<file path="src/rtl/genetic_pkg.sv">
// Shared geometry of the evolvable LUT array and the evaluation sequencer.
// Everything that sizes a chromosome, a fitness score or the FSM lives here.
package genetic_pkg;

    localparam int ROW = 2;
    localparam int COL = 2;
    localparam int IN  = 2;
    localparam int OUT = 1;

    localparam int SEL_W   = $clog2(ROW * COL);
    localparam int CHROM_W = ROW * COL * 16 + SEL_W * OUT;
    localparam int FIT_W   = $clog2((2 ** IN) * OUT + 1);

    localparam int WORD_W_DEF = 8;

    function automatic int chrom_words(input int word_w);
        return (CHROM_W + word_w - 1) / word_w;
    endfunction

    localparam int NWORDS = chrom_words(WORD_W_DEF);

    localparam logic [2:0] ST_IDLE  = 3'd0;
    localparam logic [2:0] ST_LOAD  = 3'd1;
    localparam logic [2:0] ST_EVAL  = 3'd2;
    localparam logic [2:0] ST_DRAIN = 3'd3;
    localparam logic [2:0] ST_DONE  = 3'd4;

    typedef enum logic [2:0] {
        EV_IDLE  = ST_IDLE,
        EV_LOAD  = ST_LOAD,
        EV_EVAL  = ST_EVAL,
        EV_DRAIN = ST_DRAIN,
        EV_DONE  = ST_DONE
    } eval_state_t;

endpackage

</file>
<file path="src/rtl/chrom_eval_ctrl_if.sv">
// Host-side link of the evaluation sequencer: start, serial chromosome load,
// target truth table and the fitness result.
interface chrom_eval_ctrl_if
    import genetic_pkg::*;
#(
    parameter int WORD_W = WORD_W_DEF
) ();

    logic                      start;
    logic                      load_valid;
    logic [WORD_W-1:0]         load_data;
    logic                      load_ready;
    logic [(2**IN)*OUT-1:0]    target;
    logic                      busy;
    logic                      done;
    logic [FIT_W-1:0]          fitness;

    modport master (
        output start, load_valid, load_data, target,
        input  load_ready, busy, done, fitness
    );

    modport slave (
        input  start, load_valid, load_data, target,
        output load_ready, busy, done, fitness
    );

endinterface

</file>
<file path="src/rtl/fitness_acc.sv">
// Capture register plus compare stage: one cycle after each capture the
// number of matching output bits for that vector is added to acc.
module fitness_acc
    import genetic_pkg::*;
(
    input  logic                   clk,
    input  logic                   rst_n,
    input  logic                   clr,
    input  logic                   cap_en,
    input  logic [OUT-1:0]         dp_out,
    input  logic [IN-1:0]          v,
    input  logic [(2**IN)*OUT-1:0] target,
    output logic [FIT_W-1:0]       acc
);

    logic                 cap_vld_q;
    logic [OUT-1:0]       cap_out_q;
    logic [IN-1:0]        cap_v_q;
    logic [FIT_W-1:0]     acc_q, acc_d;
    logic [OUT-1:0]       tgt_slice;
    logic [OUT-1:0]       miss;

    // NOTE: every variable gets a default at the top of always_comb so no
    // path leaves it unassigned and no latch is inferred.
    always_comb begin
        tgt_slice = target[cap_v_q*OUT +: OUT];
        miss      = cap_out_q ^ tgt_slice;
        acc_d     = acc_q;
        if (clr) begin
            acc_d = '0;
        end else if (cap_vld_q) begin
            acc_d = acc_q + FIT_W'(OUT - $countones(miss));
        end
    end

    // NOTE: state updates use non-blocking assignments so every register
    // samples pre-edge values regardless of statement order.
    always_ff @(posedge clk or negedge rst_n) begin
        if (!rst_n) begin
            cap_vld_q <= 1'b0;
            cap_out_q <= '0;
            cap_v_q   <= '0;
            acc_q     <= '0;
        end else begin
            cap_vld_q <= cap_en;
            if (cap_en) begin
                cap_out_q <= dp_out;
                cap_v_q   <= v;
            end
            acc_q <= acc_d;
        end
    end

    assign acc = acc_q;

endmodule

</file>
<file path="src/rtl/chrom_eval_ctrl.sv">
// Evaluation sequencer: loads a chromosome LSB-word-first, sweeps every input
// vector through the array and reports how many output bits hit the target.
module chrom_eval_ctrl
    import genetic_pkg::*;
#(
    parameter int WORD_W = WORD_W_DEF
) (
    input  logic                 clk,
    input  logic                 rst_n,
    chrom_eval_ctrl_if.slave     host,
    output logic [CHROM_W-1:0]   chrom,
    output logic [IN-1:0]        dp_inp,
    input  logic [OUT-1:0]       dp_out
);

    localparam int NW     = chrom_words(WORD_W);
    localparam int WCNT_W = (NW > 1) ? $clog2(NW) : 1;
    localparam logic [WCNT_W-1:0] LAST_WORD = WCNT_W'(NW - 1);

    logic [2:0]          state_q, state_d;
    logic [WCNT_W-1:0]   wcnt_q, wcnt_d;
    logic [IN-1:0]       v_q, v_d;
    logic [CHROM_W-1:0]  chrom_q, chrom_d;
    logic [FIT_W-1:0]    fitness_q, fitness_d;
    logic                busy_q, busy_d;
    logic                done_q, done_d;
    logic                hs;
    logic                clr;
    logic                cap_en;
    logic [FIT_W-1:0]    acc;

    assign hs = (state_q == ST_LOAD) && host.load_valid;

    always_comb begin
        state_d   = state_q;
        wcnt_d    = wcnt_q;
        v_d       = v_q;
        chrom_d   = chrom_q;
        fitness_d = fitness_q;
        clr       = 1'b0;
        cap_en    = 1'b0;
        case (state_q)
            ST_IDLE: begin
                if (host.start) begin
                    wcnt_d    = '0;
                    v_d       = '0;
                    fitness_d = '0;
                    clr       = 1'b1;
                    state_d   = ST_LOAD;
                end
            end
            ST_LOAD: begin
                if (hs) begin
                    // Bits past CHROM_W in the final word have no home and drop out.
                    for (int i = 0; i < CHROM_W; i++) begin
                        if ((i / WORD_W) == int'(wcnt_q)) begin
                            chrom_d[i] = host.load_data[i % WORD_W];
                        end
                    end
                    if (wcnt_q == LAST_WORD) begin
                        wcnt_d  = '0;
                        v_d     = '0;
                        state_d = ST_EVAL;
                    end else begin
                        wcnt_d = wcnt_q + 1'b1;
                    end
                end
            end
            ST_EVAL: begin
                cap_en = 1'b1;
                if (v_q == '1) begin
                    state_d = ST_DRAIN;
                end else begin
                    v_d = v_q + 1'b1;
                end
            end
            ST_DRAIN: state_d = ST_DONE;
            ST_DONE: begin
                fitness_d = acc;
                state_d   = ST_IDLE;
            end
            default: state_d = ST_IDLE;
        endcase
    end

    assign busy_d = (state_d == ST_LOAD) || (state_d == ST_EVAL) || (state_d == ST_DRAIN);
    assign done_d = (state_d == ST_DONE);

    // NOTE: chrom is a plain register, not a RAM, so it is reset with the rest;
    // an array memory would normally be left unreset.
    always_ff @(posedge clk or negedge rst_n) begin
        if (!rst_n) begin
            state_q   <= ST_IDLE;
            wcnt_q    <= '0;
            v_q       <= '0;
            chrom_q   <= '0;
            fitness_q <= '0;
            busy_q    <= 1'b0;
            done_q    <= 1'b0;
        end else begin
            state_q   <= state_d;
            wcnt_q    <= wcnt_d;
            v_q       <= v_d;
            chrom_q   <= chrom_d;
            fitness_q <= fitness_d;
            busy_q    <= busy_d;
            done_q    <= done_d;
        end
    end

    fitness_acc u_fitness_acc (
        .clk    (clk),
        .rst_n  (rst_n),
        .clr    (clr),
        .cap_en (cap_en),
        .dp_out (dp_out),
        .v      (v_q),
        .target (host.target),
        .acc    (acc)
    );

    // The final score is shown straight from the accumulator in DONE, then held.
    assign host.fitness    = (state_q == ST_DONE) ? acc : fitness_q;
    assign host.load_ready = (state_q == ST_LOAD);
    assign host.busy       = busy_q;
    assign host.done       = done_q;
    assign chrom           = chrom_q;
    assign dp_inp          = v_q;

endmodule
</file>
<file path="src/flat_wrapper.sv">
// flat-port wrapper written by rule: the top's interface ports become plain ports
module chrom_eval_ctrl_flat import genetic_pkg::*;
#(
    parameter int WORD_W = WORD_W_DEF
)
  (clk, rst_n, chrom, dp_inp, dp_out, host_start, host_load_valid, host_load_data, host_target, host_load_ready, host_busy, host_done, host_fitness);
  chrom_eval_ctrl_if #(.WORD_W(WORD_W)) host_i ();
  input  logic clk;
  input  logic rst_n;
  output logic [CHROM_W-1:0] chrom;
  output logic [IN-1:0] dp_inp;
  input  logic [OUT-1:0] dp_out;
  input wire logic [$bits(host_i.start)-1:0] host_start;
  input wire logic [$bits(host_i.load_valid)-1:0] host_load_valid;
  input wire logic [$bits(host_i.load_data)-1:0] host_load_data;
  input wire logic [$bits(host_i.target)-1:0] host_target;
  output wire logic [$bits(host_i.load_ready)-1:0] host_load_ready;
  output wire logic [$bits(host_i.busy)-1:0] host_busy;
  output wire logic [$bits(host_i.done)-1:0] host_done;
  output wire logic [$bits(host_i.fitness)-1:0] host_fitness;
  assign host_i.start = host_start;
  assign host_i.load_valid = host_load_valid;
  assign host_i.load_data = host_load_data;
  assign host_i.target = host_target;
  assign host_load_ready = host_i.load_ready;
  assign host_busy = host_i.busy;
  assign host_done = host_i.done;
  assign host_fitness = host_i.fitness;
  chrom_eval_ctrl #(.WORD_W(WORD_W)) u_core (.clk(clk), .rst_n(rst_n), .host(host_i), .chrom(chrom), .dp_inp(dp_inp), .dp_out(dp_out));
endmodule
</file>
<file path="config.mk">
export PLATFORM = sky130hd
export DESIGN_NAME = chrom_eval_ctrl_flat
export DESIGN_NICKNAME = d
export VERILOG_FILES = /design/src/rtl/genetic_pkg.sv /design/src/rtl/chrom_eval_ctrl_if.sv /design/src/rtl/fitness_acc.sv /design/src/rtl/chrom_eval_ctrl.sv /design/src/flat_wrapper.sv
export SDC_FILE = /design/constraint.sdc
export NUM_CORES = 1
export LEC_CHECK = 0
export CAP_MARGIN = 10
export CORE_ASPECT_RATIO = 0.9
export CORE_MARGIN = 4
export CORE_UTILIZATION = 44
export CTS_CLUSTER_SIZE = 25
export DETAILED_ROUTE_END_ITERATION = 10
export GPL_TIMING_DRIVEN = 1
export PLACE_DENSITY_LB_ADDON = 0.05
export SYNTH_ARGS = -nofsm -noshare
export SYNTH_HDL_FRONTEND = slang
export SYNTH_SLANG_ARGS = --single-unit
</file>
<file path="constraint.sdc">
create_clock -name clk -period 1.9 [get_ports clk]
set_input_delay 0.475 -clock clk [delete_from_list [all_inputs] [get_ports clk]]
set_output_delay 0.475 -clock clk [all_outputs]
set_load 0.02 [all_outputs]
</file>
==> results.cfg <==
[cells_and_area]
area_growth_pct = 42.6
final_util = 0.645
stdcell_count = 469
fin_nets = 391
final_layout_size_suffix_gt1_frac = 0.370
fillers = 632
antennaDiodeCount = 0
stdcell_area_um2 = 5200

[yosys]
synth.distinct_cells = 38
post-synth-top-area-fraction = 0.597
yosysSeqAreaShare = 0.597
syn-instance-count = 245
synth-seq-cells = 87
synth_top_area_cell = dfrtp_1
synth_ff_type = dfrtp_1
synth_area_um2 = 3650
synth_nets = 269
synth_area_leaders = dfrtp_1, mux2_2, mux2_4
synth_edf_count = 0
async_flop_share = 1.00
synth_warnings = 0
avgSynthCellArea_um2 = 14.9

[setup_path]
cp-end-kind = primary output
path_cells = nor3b_2 > buf_4 > mux2_4 > buf_6
crit_fanout = 3
cpPeakStageDelay_ns = 0.39
cp.arrival_ns = 1.51
reg2reg_depth = 6
startpoint_type = flop
r2r_slack_ns = -0.02
worstPathRequired_ns = 1.42
slowest_stage = dfrtp_1
crit_type = flop to primary output

[run_status]
status = finished, violations left
violations = negative setup slack

[route]
vias = 2346
avgRoutedWirePerCell_um = 16.9
vias_per_cell = 5.00
first_pass_iters = 4
first_iter_violations = 47
drt-total-wl_um = 7910
ant_nets = 0
drc = 0

[power_and_ir_drop]
ir_worst_vdd_mv = 0.819
power_density_nw_per_um2 = 1580
total_power_uw = 8210
power.leakage_uw = 0.00241

[floorplan]
ioPinCount = 91
core_area_um2 = 8070
die_area_um2 = 9810
die_w_um = 104
rows = 31
die_h_um = 94.4
initial_core_util = 0.452

[timing]
fin_crit_ns = 1.99
worst_pin_slew_ns = 0.458
hold_violations = 0
finalCritPeriodShare = 1.05
setup_viol = 20
setup_ws_ns = -0.0877
final-max-slew-violation-count = 0
max_freq_mhz = 503
rsz0062_at_grt = true
skew_ns = 0.00397
max-slew-margin-rel = 0.695

[run]
maxCapViolations = 0

[placement]
port_buffers = 90
detailed_place_hpwl_um = 5470
place_congestion = 0.789
place_area_um2 = 4920
placed_cells = 455

[cts]
clock-root-buffer = clkbuf_8
clkTransAtPathRegs_ns = 0.08
htree_levels = 3
worstSkewPairLatency_ns = 0.34
cts_tree = built
clock_sinks = 87
cts_buffer_depth = 2
cts_buffers = 9

[global_route]
antenna_found_initial = 0
grt_overflow = 0
grt_usage = 0.167
grt_max_degree = 88
grt_pass1_wl_um = 12600
grt_pass1_vias = 2386

[hold_path]
min_path_type = input pin to asynchronous set/reset pin
final cells by class:
cell class / instances / area (um2) / area share
Tap cell: 99 / 124 / 0.0238
Inverter: 5 / 18.8 / 0.00361
Clock buffer: 11 / 151 / 0.0291
Timing Repair Buffer: 118 / 1220 / 0.235
Multi-Input combinational cell: 146 / 1470 / 0.282
Clock inverter: 3 / 43.8 / 0.00842
Sequential cell: 87 / 2180 / 0.419
what timing repair did:
action	4_1_cts	5_1_grt
hold buffers	0	0
setup endpoints to repair	61	64
pin swaps	3	5
buffers inserted	1	0
gates cloned	0	0
gates resized for setup	33	14
worst paths after layout:
path | startpoint | endpoint
setup / recovery | u_core.state_q[1]$_DFF_PN0_ | host_fitness[0]
hold / removal | rst_n | u_core.chrom[5]$_DFFE_PN0P_
setup reg to reg | u_core.state_q[1]$_DFF_PN0_ | u_core.chrom[37]$_DFFE_PN0P_
hold reg to reg | u_core.chrom[29]$_DFFE_PN0P_ | u_core.chrom[29]$_DFFE_PN0P_
max in group asynchronous | rst_n | u_core.chrom[19]$_DFFE_PN0P_
min in group clk | u_core.chrom[29]$_DFFE_PN0P_ | u_core.chrom[29]$_DFFE_PN0P_
synthesized netlist by cell type, drive strengths merged (2+ instances only):
master / number
dfrtp: 87
mux2: 73
nor2: 12
nand2: 10
ha: 7
inv: 5
nor2b: 5
buf: 4
nand3: 4
and3b: 3
clkbuf: 3
mux2i: 3
nand2b: 3
o21ai: 3
or3: 3
a21oi: 2
nand4: 2
nor3b: 2
stage by stage:
stage               setup WS [ns]  setup TNS [ns]  hold WS [ns]
floorplan                -0.00168         -0.0135         0.179
detailed placement         -0.324          -12.64         0.486
global route               -0.186           -3.44         0.176
CTS                        -0.109           -1.09         0.172
global placement           -0.303          -11.48         0.469
finish                    -0.0877          -0.358         0.154
per-layer routing:
layer / global-route usage / vias to the layer above / routed length [um]
li1: - / 1112 / -
met1: 0.216 / 1165 / 3520
met2: 0.262 / 64 / 3780
met3: 0.0718 / 5 / 561
met4: 0.0399 / 0 / 49
met5: 0 / - / 0
report_power, final:
| part | total, uW | leakage [uW] | switching (uW) | internal [uW] |
|---|---|---|---|---|
| clock | 1270 | 0.000101 | 602 | 665 |
| combinational | 4000 | 0.00119 | 1830 | 2170 |
| sequential | 2940 | 0.00111 | 384 | 2550 |
flip-flops by register name (all words and copies together) (netlist names):
name                            cells
u_core.host.busy                    1
u_core.u_fitness_acc.acc            3
u_core.u_fitness_acc.cap_vld_q      1
u_core.wcnt_q                       4
u_core.u_fitness_acc.cap_out_q      1
u_core.chrom                       66
u_core.fitness_q                    3
u_core.state_q                      3
u_core.host.done                    1
u_core.u_fitness_acc.cap_v_q        2
u_core.dp_inp                       2
cell families (layout without fill, tap and decap cells):
family,after synthesis,after routing,share of synthesized area
simple gates,47,47,0.0826
fa+ha+maj,7,7,0.0240
mux,77,77,0.248
buf+inv,12,137,0.0189
flops,87,87,0.597
xor+xnor,2,2,0.00480
compound gates,13,13,0.0250
critical path, delay by kind of cell, from the launching register on:
kind / cells / cell delay (ns)
and+or+nand+nor: 1 / 0.18
DFF: 1 / 0.39
buffers and inverters: 2 / 0.29
muxes: 1 / 0.31
layout by cell type, fill, tap and decap left out, types with 5 or more instances in the layout:
master	count
inv_1	5
clkdlybuf4s50_1	79
nor2b_1	5
buf_6	6
buf_12	7
dlymetal6s2s_1	5
nor2_1	6
nand2_1	10
dfrtp_1	87
mux2_2	59
buf_4	20
ha_1	5
clkbuf_8	11
mux2_4	14
nor2_4	6
Note: power is estimated with default switching activity, not from simulation.
==> patch (same settings) <==
The package constant `WORD_W_DEF` goes from 8 to 4.
--- a/src/rtl/genetic_pkg.sv
+++ b/src/rtl/genetic_pkg.sv
@@ -12,5 +12,5 @@
     localparam int FIT_W   = $clog2((2 ** IN) * OUT + 1);
 
-    localparam int WORD_W_DEF = 8;
+    localparam int WORD_W_DEF = 4;
 
     function automatic int chrom_words(input int word_w);
Interface: changed (resized host_load_data); port bits go from 91 to 87. The function was not compared with the original's and may differ.
==> patch against the unedited design <==
  * The flow still finishes with violations (negative setup slack)
  * Critical path depth grew 1
  * Clock power grew 8%
  * Clock skew grew 7.7 ps
  * Total power grew 0.65%
  * Design area grew 2.0%
  * Hold slack lost 140 ps
  * Setup slack gained 0.56 ps
  * Sequential cell count grew 1
  * Wire length grew 4.1%
  * Synthesized area grew 3.4%
==> patch: results (changes against the unedited design) <==
[critical_path]
reg2reg_from = u_core.state_q[2]
rrSetupSlack_ps = 10  ; +30 ps

[sta]
setup_viol = 4  ; -80%
tightest_slew_ps = 454  ; -3.36 ps
worst_slack_ps = -87.1  ; +0.562 ps

[final_layout]
fillers = 658  ; +4.1%
drive_gt1_share_pct = 39.4  ; +2.3 points
layout.nets = 393  ; +0.51%
fin_area_sq_mm = 0.00530  ; +2.0%

[synthesis]
synth.distinct_cells = 37  ; -2.6%
yosysSeqAreaShare_pct = 58.4  ; -1.3 points

[power_and_ir_drop]
leakage_nw = 2.47  ; +2.6%
vdd_drop_max_v = 0.000906  ; +11%
p_switching_mw = 2.85  ; +1.3%

[run_status]
status = complete, but fails checks
violations = negative setup slack

[detailed_routing]
vias = 2469  ; +5.2%
drt_iter0_markers = 52  ; +11%

[global_routing]
grt_first_pass_wirelength_um = 13500  ; +7.1%
grt_pass1_vias = 2576  ; +8.0%
grt_usage_pct = 17.0  ; +0.36 points
grt_max_degree = 36  ; -59%

[placement]
place.detailed.hpwl_um = 5820  ; +6.5%
gp_congestion = 0.860  ; +8.9%
port_buffers = 86  ; -4.4%

patch: repair_timing:
item                       4_1_cts  5_1_grt
pin swaps                        2        6
setup endpoints to repair       26       67
buffers inserted                 1        1
resized for setup               47       31
patch: area by class of cell:
type                            instances  area (sq um)  area share (%)
Timing Repair Buffer                  112          1090            20.5
Clock inverter                          5          82.6            1.56
Sequential cell                        88          2200            41.5
Inverter                                6          22.5           0.425
Tap cell                              115           144            2.71
Multi-Input combinational cell        155          1640            30.9
Clock buffer                           10           128            2.41
patch: logic make-up after synthesis:
kind of cell	count (synthesis)	synth area share, %
xor+xnor	2	0.464
fa+ha+maj	8	2.65
flops	88	58.4
simple gates	57	9.35
buf+inv	18	2.72
compound gates	11	2.09
mux	77	24.3
patch: stage by stage:
stage,setup WS [ps],TNS [ps],cells,utilization (%),hold WS (ps)
floorplan,101,0,261,-,179
global placement,-310,-16220,474,59.7,389
detailed placement,-332,-17170,474,59.7,390
CTS,-116,-395,490,63.1,4.21
global route,-190,-1260,491,64.8,6.35
finish,-87.1,-296,491,64.8,11.9
patch: how the worst max path moves through the flow:
stage	startpoint	cells after the start	slack, ps	end
2_1_floorplan	host_target[3]	6	100	u_core.u_fitness_acc.acc[1]
3_3_place_gp	host_target[3]	8	-310	u_core.u_fitness_acc.acc[2]
3_5_place_dp	host_target[3]	7	-330	u_core.u_fitness_acc.acc[1]
4_1_cts	u_core.state_q[2]	5	-120	host_fitness[2]
5_1_grt	u_core.state_q[2]	5	-190	host_fitness[1]
6_report	u_core.state_q[2]	5	-90	host_fitness[2]
patch: routing by layer:
| metal | share of wire [%] | up-vias | global-route usage (%) | wire (um) |
|---|---|---|---|---|
| met2 | 45 | 58 | 26.0 | 3680 |
| met5 | 0 | - | 0 | 0 |
| li1 | - | 1141 | - | - |
| met4 | 0.89 | 0 | 3.88 | 73 |
| met3 | 5.3 | 7 | 5.63 | 437 |
| met1 | 49 | 1263 | 23.8 | 4050 |
patch: critical path: cells and delay by family, from the launching register on:
family,cells,cell delay [ps]
simple gates,1,140
flops,1,380
mux,1,310
buf+inv,3,340
patch: power groups by stage:
stage,Clock [mW],Combinational [mW],Sequential [mW]
finish,1.37,3.85,3.05
floorplan,0,1.16,3.78
detailed placement,0,3.67,3.06
global route,1.49,4.08,3.15
CTS,1.41,3.73,3.04
global placement,0,3.63,3.06
